### src/rtl/fsm_pkg.sv
// Shared constants and elaboration-time helpers for the serial sequence detector.
package fsm_pkg;

    localparam int          MAX_PAT_LEN = 16;
    localparam int          DEF_PAT_LEN = 4;
    localparam logic [15:0] DEF_PATTERN = 16'b1101;

    // Number of bits needed to encode states S0..Sn, i.e. $clog2(n+1).
    function automatic int st_width(input int n);
        int w;
        w = 0;
        for (int i = 1; i <= 6; i++) begin
            if (w == 0 && (1 << i) >= n + 1) begin
                w = i;
            end
        end
        return w;
    endfunction

    // Bit i of the pattern in arrival order (i = 0 is the first bit received).
    function automatic logic pat_bit(input logic [15:0] pattern, input int len, input int i);
        return pattern[4'(len - 1 - i)];
    endfunction

    // KMP transition: from state k (first k pattern bits seen), after bit b,
    // return the longest pattern prefix that is a suffix of prefix(k) followed by b.
    function automatic int kmp_next(input logic [15:0] pattern, input int len,
                                    input int k, input logic b);
        int   best;
        int   j;
        logic ok;
        logic s_bit;
        best = 0;
        for (int l = 1; l <= MAX_PAT_LEN; l++) begin
            if (l <= k + 1 && l <= len) begin
                ok = 1'b1;
                for (int i = 0; i < MAX_PAT_LEN; i++) begin
                    if (i < l) begin
                        j     = k + 1 - l + i;
                        s_bit = (j == k) ? b : pat_bit(pattern, len, j);
                        if (s_bit != pat_bit(pattern, len, i)) begin
                            ok = 1'b0;
                        end
                    end
                end
                if (ok) begin
                    best = l;
                end
            end
        end
        return best;
    endfunction

    // Longest proper border of the whole pattern: the state an overlapping
    // detector falls back to once a full match has been reported.
    function automatic int border_len(input logic [15:0] pattern, input int len);
        int   best;
        logic ok;
        best = 0;
        for (int l = 1; l < MAX_PAT_LEN; l++) begin
            if (l < len) begin
                ok = 1'b1;
                for (int i = 0; i < MAX_PAT_LEN; i++) begin
                    if (i < l) begin
                        if (pat_bit(pattern, len, len - l + i) != pat_bit(pattern, len, i)) begin
                            ok = 1'b0;
                        end
                    end
                end
                if (ok) begin
                    best = l;
                end
            end
        end
        return best;
    endfunction

endpackage

### src/rtl/seq_detect_fsm_sat_counter.sv
// Saturating up-counter: counts inc pulses and sticks at all-ones.
module sat_counter
    import fsm_pkg::*;
#(
    parameter int W = 8
) (
    input  logic         clk,
    input  logic         reset,
    input  logic         inc,
    output logic [W-1:0] q
);

    // Increment on inc unless already at the maximum value; never wraps.
    always_ff @(posedge clk) begin
        if (reset) begin
            q <= '0;
        end else if (inc && (q != {W{1'b1}})) begin
            q <= q + W'(1);
        end
    end

endmodule

### src/rtl/seq_detect_fsm.sv
// Parametrised serial pattern detector with Mealy and Moore match outputs.
//
// Handshake: there is no ready; en acts as a valid strobe. x_in is consumed
// on every rising edge where en=1, and ignored (state held) when en=0.
module seq_detect_fsm
    import fsm_pkg::*;
#(
    parameter int                 PAT_LEN = DEF_PAT_LEN,
    parameter logic [PAT_LEN-1:0] PATTERN = PAT_LEN'(DEF_PATTERN),
    parameter bit                 OVERLAP = 1'b1,
    parameter int                 CNT_W   = 8,
    localparam int                SW      = st_width(PAT_LEN)
) (
    input  logic             clk,
    input  logic             reset,
    input  logic             en,
    input  logic             x_in,
    output logic             mealy,
    output logic             moore,
    output logic [CNT_W-1:0] match_cnt,
    output logic [SW-1:0]    state_dbg
);

    // Reject illegal pattern lengths at elaboration time.
    if (PAT_LEN < 2 || PAT_LEN > MAX_PAT_LEN) begin : g_bad_len
        $error("seq_detect_fsm: PAT_LEN must be in 2..16");
    end
    if (CNT_W < 1) begin : g_bad_cnt
        $error("seq_detect_fsm: CNT_W must be at least 1");
    end

    typedef logic [SW-1:0] state_t;

    localparam logic [15:0] PAT_EXT  = 16'(PATTERN);
    localparam state_t      S_IDLE   = '0;
    localparam state_t      S_MATCH  = SW'(PAT_LEN);
    // State the detector behaves as after a match, before applying the next bit.
    localparam int          RESTART  = OVERLAP ? border_len(PAT_EXT, PAT_LEN) : 0;

    state_t ps;
    state_t ns;
    state_t ns_accept;

    // Transition table: every entry is a constant produced at elaboration.
    state_t nxt0 [0:PAT_LEN];
    state_t nxt1 [0:PAT_LEN];

    for (genvar k = 0; k <= PAT_LEN; k++) begin : g_tbl
        localparam int BASE = (k == PAT_LEN) ? RESTART : k;
        assign nxt0[k] = SW'(kmp_next(PAT_EXT, PAT_LEN, BASE, 1'b0));
        assign nxt1[k] = SW'(kmp_next(PAT_EXT, PAT_LEN, BASE, 1'b1));
    end

    // Present-state register; reset discards any partial pattern progress.
    always_ff @(posedge clk) begin
        if (reset) begin
            ps <= S_IDLE;
        end else begin
            ps <= ns;
        end
    end

    // Next-state and Mealy output; state only advances on accepted bits.
    always_comb begin
        ns_accept = S_IDLE;
        ns        = ps;
        mealy     = 1'b0;
        if (ps <= S_MATCH) begin
            ns_accept = x_in ? nxt1[ps] : nxt0[ps];
        end
        if (en) begin
            ns = ns_accept;
        end
        mealy = en & ~reset & (ns_accept == S_MATCH);
    end

    assign moore     = (ps == S_MATCH);
    assign state_dbg = ps;

    sat_counter #(
        .W (CNT_W)
    ) u_cnt (
        .clk   (clk),
        .reset (reset),
        .inc   (mealy),
        .q     (match_cnt)
    );

endmodule

### config.mk
export PLATFORM = sky130hd
export DESIGN_NAME = seq_detect_fsm
export DESIGN_NICKNAME = d
export VERILOG_FILES = /design/src/rtl/fsm_pkg.sv /design/src/rtl/seq_detect_fsm_sat_counter.sv /design/src/rtl/seq_detect_fsm.sv
export SDC_FILE = /design/constraint.sdc
export NUM_CORES = 1
export LEC_CHECK = 0
export BUFFER_PORTS_ARGS = -buffer_cell sky130_fd_sc_hd__buf_2
export CORE_MARGIN = 5
export CORE_UTILIZATION = 44
export DETAILED_ROUTE_END_ITERATION = 8
export GPL_ROUTABILITY_DRIVEN = 0
export PLACE_DENSITY = 0.76
export SYNTH_ARGS = -nofsm -noshare
export SYNTH_HDL_FRONTEND = slang
export SYNTH_SLANG_ARGS = --single-unit
### constraint.sdc
create_clock -name clk -period 1.87 [get_ports clk]
set_input_delay 0.187 -clock clk [delete_from_list [all_inputs] [get_ports clk]]
set_output_delay 0.187 -clock clk [all_outputs]
set_load 0.005 [all_outputs]
==> results of run 1 <==
-- final timing paths --
| kind | start | end | slack, ns | cells after the start |
|---|---|---|---|---|
| worst max-delay path | state_dbg[0] | mealy | -0.18 | 7 |
| worst min-delay path | reset | u_cnt.q[5] | 0.26 | 3 |
| worst max register to register | state_dbg[0] | u_cnt.q[4] | -0.18 | 7 |
| worst min register to register | u_cnt.q[5] | u_cnt.q[5] | 0.51 | 2 |
-- repair_timing --
item / 4_1_cts / 5_1_grt
setup endpoints to repair: 9 / 10
setup buffers: 12 / 0
pin swaps: 6 / 7
gates resized for setup: 16 / 18
-- synth_stat cells, drive strengths merged, types with 2 or more instances --
master / n / area, um^2
mux2i: 2 / 20.0
nand4: 2 / 12.5
buf: 2 / 16.3
o31ai: 3 / 22.5
ha: 4 / 50.1
nor2: 4 / 15.0
dfxtp: 11 / 220
or3: 2 / 12.5
or4: 2 / 15.0
nor3: 2 / 10.0
nand2: 2 / 7.51
o21ai: 6 / 30.0
nand3: 5 / 25.0
o311ai: 2 / 17.5
a21oi: 7 / 35.0
inv: 5 / 18.8
-- placed cells by master (no fill, tap or decap), drive strengths merged --
master,n
and4b,1
nand4b,1
nand3,5
nor3,2
o21ai,6
or3,2
buf,34
inv,5
nor2,4
or4b,1
nand3b,1
or4,2
or2,1
o311ai,2
mux2i,2
o211ai,1
clkbuf,4
and2,1
nand2,2
o41ai,1
nand4,2
dfxtp,11
ha,4
and4,1
o31ai,3
a21oi,7
-- worst reg2reg max path: stages (launching register included) --
cell and delay [ns]:
dfxtp_2 0.33, inv_2 0.05, ha_4 0.22, mux2i_1 0.18, or4b_4 0.51, buf_6 0.15
or4_4 0.42, a21oi_2 0.12
-- area by class of cell --
class | count | area, um^2 | share of cell area
Timing Repair Buffer | 34 | 259 | 0.255
Clock buffer | 4 | 26.3 | 0.0258
Inverter | 5 | 21.3 | 0.0209
Tap cell | 15 | 18.8 | 0.0185
Multi-Input combinational cell | 52 | 469 | 0.461
Sequential cell | 11 | 223 | 0.219
-- cells by family (layout without fill, tap and decap cells) --
| logic type | Yosys count | in the layout | synth area share |
|---|---|---|---|
| and+or+nand+nor | 26 | 26 | 0.279 |
| AOI/OAI and AO/OA | 20 | 20 | 0.194 |
| DFF | 11 | 11 | 0.353 |
| buffers and inverters | 8 | 43 | 0.0621 |
| adders and majority gates | 4 | 4 | 0.0802 |
| muxes | 2 | 2 | 0.0321 |
-- metrics by stage --
step	util	power [W]
after floorplan	-	0.000273
after global placement	0.575	0.000297
after detailed placement	0.575	0.000299
after CTS	0.722	0.000491
after global routing	0.772	0.000533
final	0.772	0.000505
-- layer usage --
metal | part of all wire | global-route usage | vias up
met1 | 0.42 | 0.236 | 336
met3 | 0.055 | 0.0789 | 10
met4 | 0.033 | 0.0860 | 0
met2 | 0.49 | 0.318 | 25
li1 | - | - | 345
met5 | 0 | 0 | -
-- registers in the layout, summed over array words and instances, names as in the netlist --
| signal | cells |
|---|---|
| state_dbg | 3 |
| u_cnt.q | 8 |
-- power groups by stage --
stage	logic (W)	registers, W	clock network [W]
5_1_grt	0.000107	0.000241	0.000185
4_1_cts	0.0000832	0.000241	0.000167
3_3_place_gp	0.0000508	0.000246	0
2_1_floorplan	0.0000254	0.000248	0
6_report	0.0000980	0.000241	0.000166
3_5_place_dp	0.0000523	0.000246	0
==> results.py, run 1 <==
metrics = {
    "outcome": {
        "outcome": "finished with violations",
        "violations": "setup timing",
    },
    "logic_synthesis": {
        "syn_avg_cell_area_um2": 8.79,
        "yosys_register_bits": 11,
        "netlist_area_um2": 624,
        "synthDistinctLibCells": 27,
        "synth_fp_nets": 79,
        "yosysWarnings": 0,
        "ys_seq_area_frac": 0.353,
        "synth_ff_type": "dfxtp_1",
        "synth_cells": 71,
        "synth_edf_count": 0,
        "synthArstFlopShare": 0,
    },
    "detailed_routing": {
        "first_pass_iters": 4,
        "drc_errors": 0,
        "ant_nets": 0,
        "drt-initial-drc-count": 11,
        "routed-via-count": 716,
        "wl_per_cell_um": 15.9,
        "avgViaCountPerCell": 5.92,
        "wl_um": 1920,
    },
    "layout": {
        "areaGrowthSynthToFinish_pct": 62.9,
        "drive_above_1_share": 0.557,
        "stdcell_area_um2": 1020,
        "final_nets": 115,
        "diodes": 0,
        "final_cell_count_no_fill": 121,
        "num-fill-cells": 84,
    },
    "sta": {
        "finalHoldViolCount": 0,
        "drv_slew": 0,
        "timing.fmax_mhz": 488,
        "holdWs_ns": 0.262,
        "setup_viol": 9,
        "max_slew_margin": 0.804,
        "period_share": 1.10,
        "tightestPinTransition_ns": 0.291,
        "fin_crit_ns": 2.05,
        "worst_clock_skew_ns": 0.00199,
        "rsz0062_at_grt": "true",
        "setup_slack_ns": -0.181,
        "setup_tns_ns": -1.00,
    },
    "power_and_ir_drop": {
        "p_comb_frac": 0.194,
        "p_per_area_nw_per_um2": 497,
        "p_sw_frac": 0.251,
        "max-vdd-ir-drop_mv": 0.321,
        "p_leak_nw": 0.430,
        "power.switching_w": 0.000127,
        "seq_power_share": 0.477,
        "p_int_w": 0.000378,
        "p_clk_frac": 0.329,
    },
    "critical_path": {
        "crit_chain": "inv_2 -> ha_4 -> mux2i_1 -> or4b_4 -> buf_6 -> inv_4 -> buf_6",
        "cp_max_fo": 3,
        "cpMostUsedCell": "buf_6",
        "crit_arrival_ns": 1.86,
        "critPathKind": "flop to primary output",
        "crit_family": "simple AND/OR/NAND/NOR gates",
        "start_kind": "flop",
        "critPathBufInv": 4,
        "slowest_stage": "or4b_4",
        "cp_data_required_time_ns": 1.68,
        "endpoint_kind": "primary output",
        "worst_path_largest_cell_delay_ns": 0.51,
    },
    "run": {
        "max_cap_viol_count": 0,
    },
    "global_routing": {
        "grt_antenna_before_repair": 0,
        "grt_first_pass_wirelength_um": 3140,
        "grt_pass1_vias": 704,
        "overflow": 0,
        "grt_usage": 0.199,
        "grt_max_degree": 11,
    },
    "clocking": {
        "root_buffer": "clkbuf_4",
        "cts.clk_slew.worst_paths_ns": 0.07,
        "cts_buffer_depth": 2,
        "clock_latency_ns": 0.28,
        "clkSinkCount": 11,
        "htreeDepth": 1,
        "hold_buffers": 0,
        "cts_tree": "yes",
        "numCtsBuffers": 3,
    },
    "place": {
        "pre_cts_ws_ns": -0.150,
        "place_inst": 106,
        "dpl_cell_area_um2": 758,
        "port_buffers": 16,
        "dp_hpwl_um": 1060,
    },
    "die": {
        "die_x_um": 47.7,
        "fp-row-count": 13,
        "io_pins": 17,
        "die_y_um": 47.7,
        "dieArea_um2": 2270,
        "core-area_um2": 1320,
        "start_util": 0.474,
    },
    "hold_path": {
        "hold_class": "input port to flop",
    },
}
No activity file was read; power rests on OpenSTA's default activity.
==> run 2: changes to the inputs <==
Settings changed: CTS_CLUSTER_DIAMETER set to 120, TNS_END_PERCENT set to 30.
==> results.py, run 2 (synthesized netlist as in run 1, its figures left out) <==
metrics = {
    "sta": {
        "finalHoldViolCount": 0,
        "period_share": 1.11,
        "drv_slew": 0,
        "tightestPinTransition_ns": 0.287,
        "setup_viol": 7,
        "fin_crit_ns": 2.08,
        "timing.fmax_mhz": 482,
        "rsz0062_at_grt": "true",
        "setup_slack_ns": -0.206,
        "worst_clock_skew_ns": 0.000915,
        "max_slew_margin": 0.806,
    },
    "layout": {
        "final_nets": 109,
        "largest_reg_flops": 8,
        "mostFrequentLayoutCell": "buf_2",
        "stdcell_area_um2": 893,
        "mostFrequentLayoutCells": "buf_2, buf_4, dfxtp_1, o21ai_0, a21oi_1",
        "diodes": 0,
        "final_cell_count_no_fill": 115,
        "final_util": 0.678,
        "top_register": "u_cnt.q",
        "drive_above_1_share": 0.460,
        "num-fill-cells": 102,
        "areaGrowthSynthToFinish_pct": 43.1,
    },
    "global_routing": {
        "grt_usage": 0.190,
        "overflow": 0,
        "grt_first_pass_wirelength_um": 2900,
        "grt_pass1_vias": 627,
        "grt_antenna_before_repair": 0,
        "grt_max_degree": 10,
    },
    "detailed_routing": {
        "drt-initial-drc-count": 8,
        "drc_errors": 0,
        "routed-via-count": 660,
        "ant_nets": 0,
        "wl_um": 1700,
        "avgViaCountPerCell": 5.74,
        "wl_per_cell_um": 14.8,
        "first_pass_iters": 4,
    },
    "die": {
        "dieArea_um2": 2270,
        "fp-row-count": 13,
        "io_pins": 17,
        "die_y_um": 47.7,
        "die_x_um": 47.7,
        "start_util": 0.474,
        "core-area_um2": 1320,
    },
    "power_and_ir_drop": {
        "p_sw_frac": 0.253,
        "max-vdd-ir-drop_mv": 0.345,
        "seq_power_share": 0.504,
        "p_per_area_nw_per_um2": 537,
        "p_comb_frac": 0.145,
        "power.switching_w": 0.000121,
        "p_clk_frac": 0.351,
        "p_leak_nw": 0.387,
        "p_int_w": 0.000358,
    },
    "clocking": {
        "htreeDepth": 1,
        "clkSinkCount": 11,
        "root_buffer": "clkbuf_4",
        "hold_buffers": 0,
        "numCtsBuffers": 3,
        "cts_tree": "yes",
        "clock_latency_ns": 0.27,
        "cts_buffer_depth": 2,
        "cts.clk_slew.worst_paths_ns": 0.07,
    },
    "place": {
        "dpl_cell_area_um2": 758,
        "pre_cts_ws_ns": -0.186,
        "place_inst": 106,
        "port_buffers": 16,
        "dp_hpwl_um": 1100,
    },
    "critical_path": {
        "cp_data_required_time_ns": 2.03,
        "cp_max_fo": 7,
        "worst_path_largest_cell_delay_ns": 0.55,
        "start_kind": "flop",
        "crit_chain": "inv_4 -> ha_4 -> mux2i_2 -> or4b_4 -> buf_12 -> buf_4 -> o31ai_1 -> a21oi_1",
        "critPathKind": "flop to flop",
        "endpoint_kind": "flop",
        "crit_arrival_ns": 2.24,
        "slowest_stage": "or4b_4",
    },
    "outcome": {
        "violations": "setup timing",
        "outcome": "finished with violations",
    },
    "run": {
        "max_cap_viol_count": 0,
    },
    "hold_path": {
        "hold_class": "input port to flop",
    },
}
-- run 2: cell types whose count changed in the layout (fill, tap and decap cells not counted), sizes merged --
| cell | before | now |
|---|---|---|
| buf | 34 | 28 |
-- run 2: cell type report --
type	instances	area (um^2)	area share
clock buffer	4	26.3	0.0294
multi-input combinational	52	418	0.468
sequential	11	223	0.249
inverter	5	21.3	0.0238
tap	15	18.8	0.0210
timing repair buffer	28	186	0.209
-- run 2: worst paths after layout --
path | to | depth (start not counted) | slack [ns] | start
setup / recovery | u_cnt.q[4] | 8 | -0.21 | state_dbg[0]
hold / removal | u_cnt.q[2] | 3 | 0.25 | reset
setup reg to reg | u_cnt.q[4] | 8 | -0.21 | state_dbg[0]
hold reg to reg | u_cnt.q[5] | 2 | 0.51 | u_cnt.q[5]
-- run 2: per-stage QoR --
stage                     total power [W]  hold slack [ns]  TNS (ns)
after detailed placement         0.000298            0.498    -0.693
final                            0.000480            0.246     -1.09
after CTS                        0.000478            0.251    -0.960
after global routing             0.000507            0.264     -1.79
after floorplan                  0.000273            0.351    -0.312
after global placement           0.000296            0.491    -0.365
-- run 2: power groups by stage --
stage | Combinational [W] | Clock [W] | Sequential, W
after floorplan | 0.0000253 | 0 | 0.000247
final | 0.0000697 | 0.000168 | 0.000242
after global placement | 0.0000501 | 0 | 0.000246
after detailed placement | 0.0000523 | 0 | 0.000246
after CTS | 0.0000641 | 0.000172 | 0.000242
after global routing | 0.0000755 | 0.000189 | 0.000243
-- run 2: critical path: cells and delay by family, from the launching register on --
| family | cells | cell delay (ns) |
|---|---|---|
| AND/OR/NAND/NOR | 1 | 0.55 |
| AO/OA/AOI/OAI | 2 | 0.33 |
| buffers and inverters | 3 | 0.34 |
| multiplexers | 1 | 0.16 |
| flip-flops | 1 | 0.35 |
| adder cells (fa/ha/maj) | 1 | 0.23 |
-- run 2: per-layer routing --
metal  vias up  wire, um  GRT usage
met2        19       850      0.291
met3        11        62     0.0451
li1        326         -          -
met4         0       108      0.161
met5         -         0          0
met1       304       679      0.220
-- run 2: what timing repair did --
item | CTS | global route
setup endpoints to repair | 8 | 8
setup buffers | 5 | 0
pin swaps | 3 | 0
resized for setup | 10 | 3
==> run 3: changes to the inputs <==
Clock period 1.87 ns to 1.7 ns, I/O delays scaled along.
==> results.py, run 3 (synthesized netlist as in run 1, its figures left out) <==
metrics = {
    "outcome": {
        "outcome": "finished with violations",
        "violations": "setup timing",
    },
    "power_and_ir_drop": {
        "power.switching_w": 0.000130,
        "max-vdd-ir-drop_mv": 0.373,
        "p_per_area_nw_per_um2": 559,
        "p_leak_nw": 0.397,
        "p_comb_frac": 0.131,
        "p_clk_frac": 0.357,
        "seq_power_share": 0.512,
        "p_sw_frac": 0.250,
        "p_int_w": 0.000388,
    },
    "place": {
        "dpl_cell_area_um2": 788,
        "dp_hpwl_um": 1090,
        "place_inst": 110,
        "port_buffers": 16,
    },
    "clocking": {
        "root_buffer": "clkbuf_4",
        "cts_tree": "yes",
        "numCtsBuffers": 3,
        "clock_latency_ns": 0.28,
        "clkSinkCount": 11,
        "hold_buffers": 0,
        "cts_buffer_depth": 2,
        "htreeDepth": 1,
        "cts.clk_slew.worst_paths_ns": 0.07,
    },
    "layout": {
        "final_cell_count_no_fill": 117,
        "mostFrequentLayoutCells": "buf_2, buf_4, dfxtp_1, a21oi_1",
        "num-fill-cells": 105,
        "diodes": 0,
        "final_nets": 111,
        "multi_input_area_um2": 434,
        "stdcell_area_um2": 925,
        "mostFrequentLayoutCell": "buf_2",
        "top_register": "u_cnt.q",
        "regArea_um2": 223,
        "areaGrowthSynthToFinish_pct": 48.1,
        "drive_above_1_share": 0.490,
        "largest_reg_flops": 8,
    },
    "global_routing": {
        "overflow": 0,
        "grt_first_pass_wirelength_um": 2350,
        "grt_max_degree": 11,
        "grt_antenna_before_repair": 0,
        "grt_pass1_vias": 561,
        "grt_usage": 0.152,
    },
    "detailed_routing": {
        "ant_nets": 0,
        "first_pass_iters": 5,
        "avgViaCountPerCell": 5.75,
        "drc_errors": 0,
        "routed-via-count": 673,
        "drt-initial-drc-count": 27,
        "wl_per_cell_um": 14.8,
        "wl_um": 1740,
    },
    "die": {
        "fp-row-count": 13,
        "io_pins": 17,
        "dieArea_um2": 2270,
        "start_util": 0.474,
        "die_y_um": 47.7,
        "core-area_um2": 1320,
        "die_x_um": 47.7,
    },
    "critical_path": {
        "r2r_slack_ns": -0.36,
        "crit_chain": "inv_2 -> ha_1 -> mux2i_2 -> or4b_4 -> buf_6 -> buf_4 -> o31ai_1 -> a21oi_1",
        "worst_path_largest_cell_delay_ns": 0.51,
        "slowest_stage": "or4b_4",
        "critPathBufInv": 3,
        "cp_max_fo": 6,
        "crit_family": "simple AND/OR/NAND/NOR gates",
        "endpoint_kind": "flop",
        "start_kind": "flop",
        "cp_data_required_time_ns": 1.87,
        "critPathKind": "flop to flop",
        "crit_arrival_ns": 2.23,
    },
    "sta": {
        "fin_crit_ns": 2.06,
        "timing.fmax_mhz": 486,
        "tightestPinTransition_ns": 0.313,
        "rsz0062_at_grt": "true",
        "finalHoldViolCount": 0,
        "setup_slack_ns": -0.357,
        "worst_clock_skew_ns": 0.00529,
        "max_slew_margin": 0.791,
        "period_share": 1.21,
        "drv_slew": 0,
        "setup_viol": 9,
    },
    "run": {
        "max_cap_viol_count": 0,
    },
    "hold_path": {
        "hold_class": "input port to flop",
    },
}
[run 3: cell types whose count changed in the layout (fill, tap and decap cells not counted), moves of 2 or more]
cell	before	now
or4_4	0	2
buf_6	1	3
buf_4	10	12
or4_1	2	0
[run 3: cell type report]
class                      count  area share
inverter                       5      0.0257
timing repair buffer          30       0.215
tap                           15      0.0203
multi-input combinational     52       0.470
clock buffer                   4      0.0284
sequential                    11       0.241
[run 3: timing repair]
action	in CTS	in global routing
pin swaps	4	1
buffers inserted	3	0
gates resized for setup	8	11
setup endpoints to repair	9	9
[run 3: routing by layer]
| layer | GRT usage | wire length [um] | up-vias |
|---|---|---|---|
| li1 | - | - | 327 |
| met2 | 0.241 | 856 | 26 |
| met5 | 0 | 0 | - |
| met1 | 0.176 | 735 | 316 |
| met3 | 0.0714 | 119 | 4 |
| met4 | 0.0645 | 25 | 0 |
[run 3: worst min-delay path, stage by stage]
cell and delay [ns]:
buf_2 0.09, nand4b_4 0.12, o21ai_0 0.06
[run 3: power groups by stage]
| stage | clock network (W) | logic [W] | registers, W |
|---|---|---|---|
| after floorplan | 0 | 0.0000279 | 0.000272 |
| after CTS | 0.000189 | 0.0000620 | 0.000265 |
| after detailed placement | 0 | 0.0000578 | 0.000270 |
| after global routing | 0.000200 | 0.0000741 | 0.000265 |
| after global placement | 0 | 0.0000562 | 0.000270 |
| final | 0.000185 | 0.0000679 | 0.000265 |
[run 3: through the flow]
stage               total power, W  hold WS, ns  TNS [ns]  setup slack (ns)  utilization
floorplan                 0.000300        0.334     -1.33            -0.247            -
global placement          0.000326        0.482     -1.98            -0.281        0.598
detailed placement        0.000328        0.493     -2.05            -0.296        0.598
CTS                       0.000516        0.208     -2.07            -0.314        0.661
global route              0.000539        0.229     -2.96            -0.470        0.702
finish                    0.000517        0.207     -2.26            -0.357        0.702
[run 3: path summary, 6_finish.rpt]
path,start,end,cells after the start
max,state_dbg[0],u_cnt.q[5],8
min,reset,state_dbg[2],3
max reg2reg,state_dbg[0],u_cnt.q[5],8
min reg2reg,u_cnt.q[5],u_cnt.q[5],2
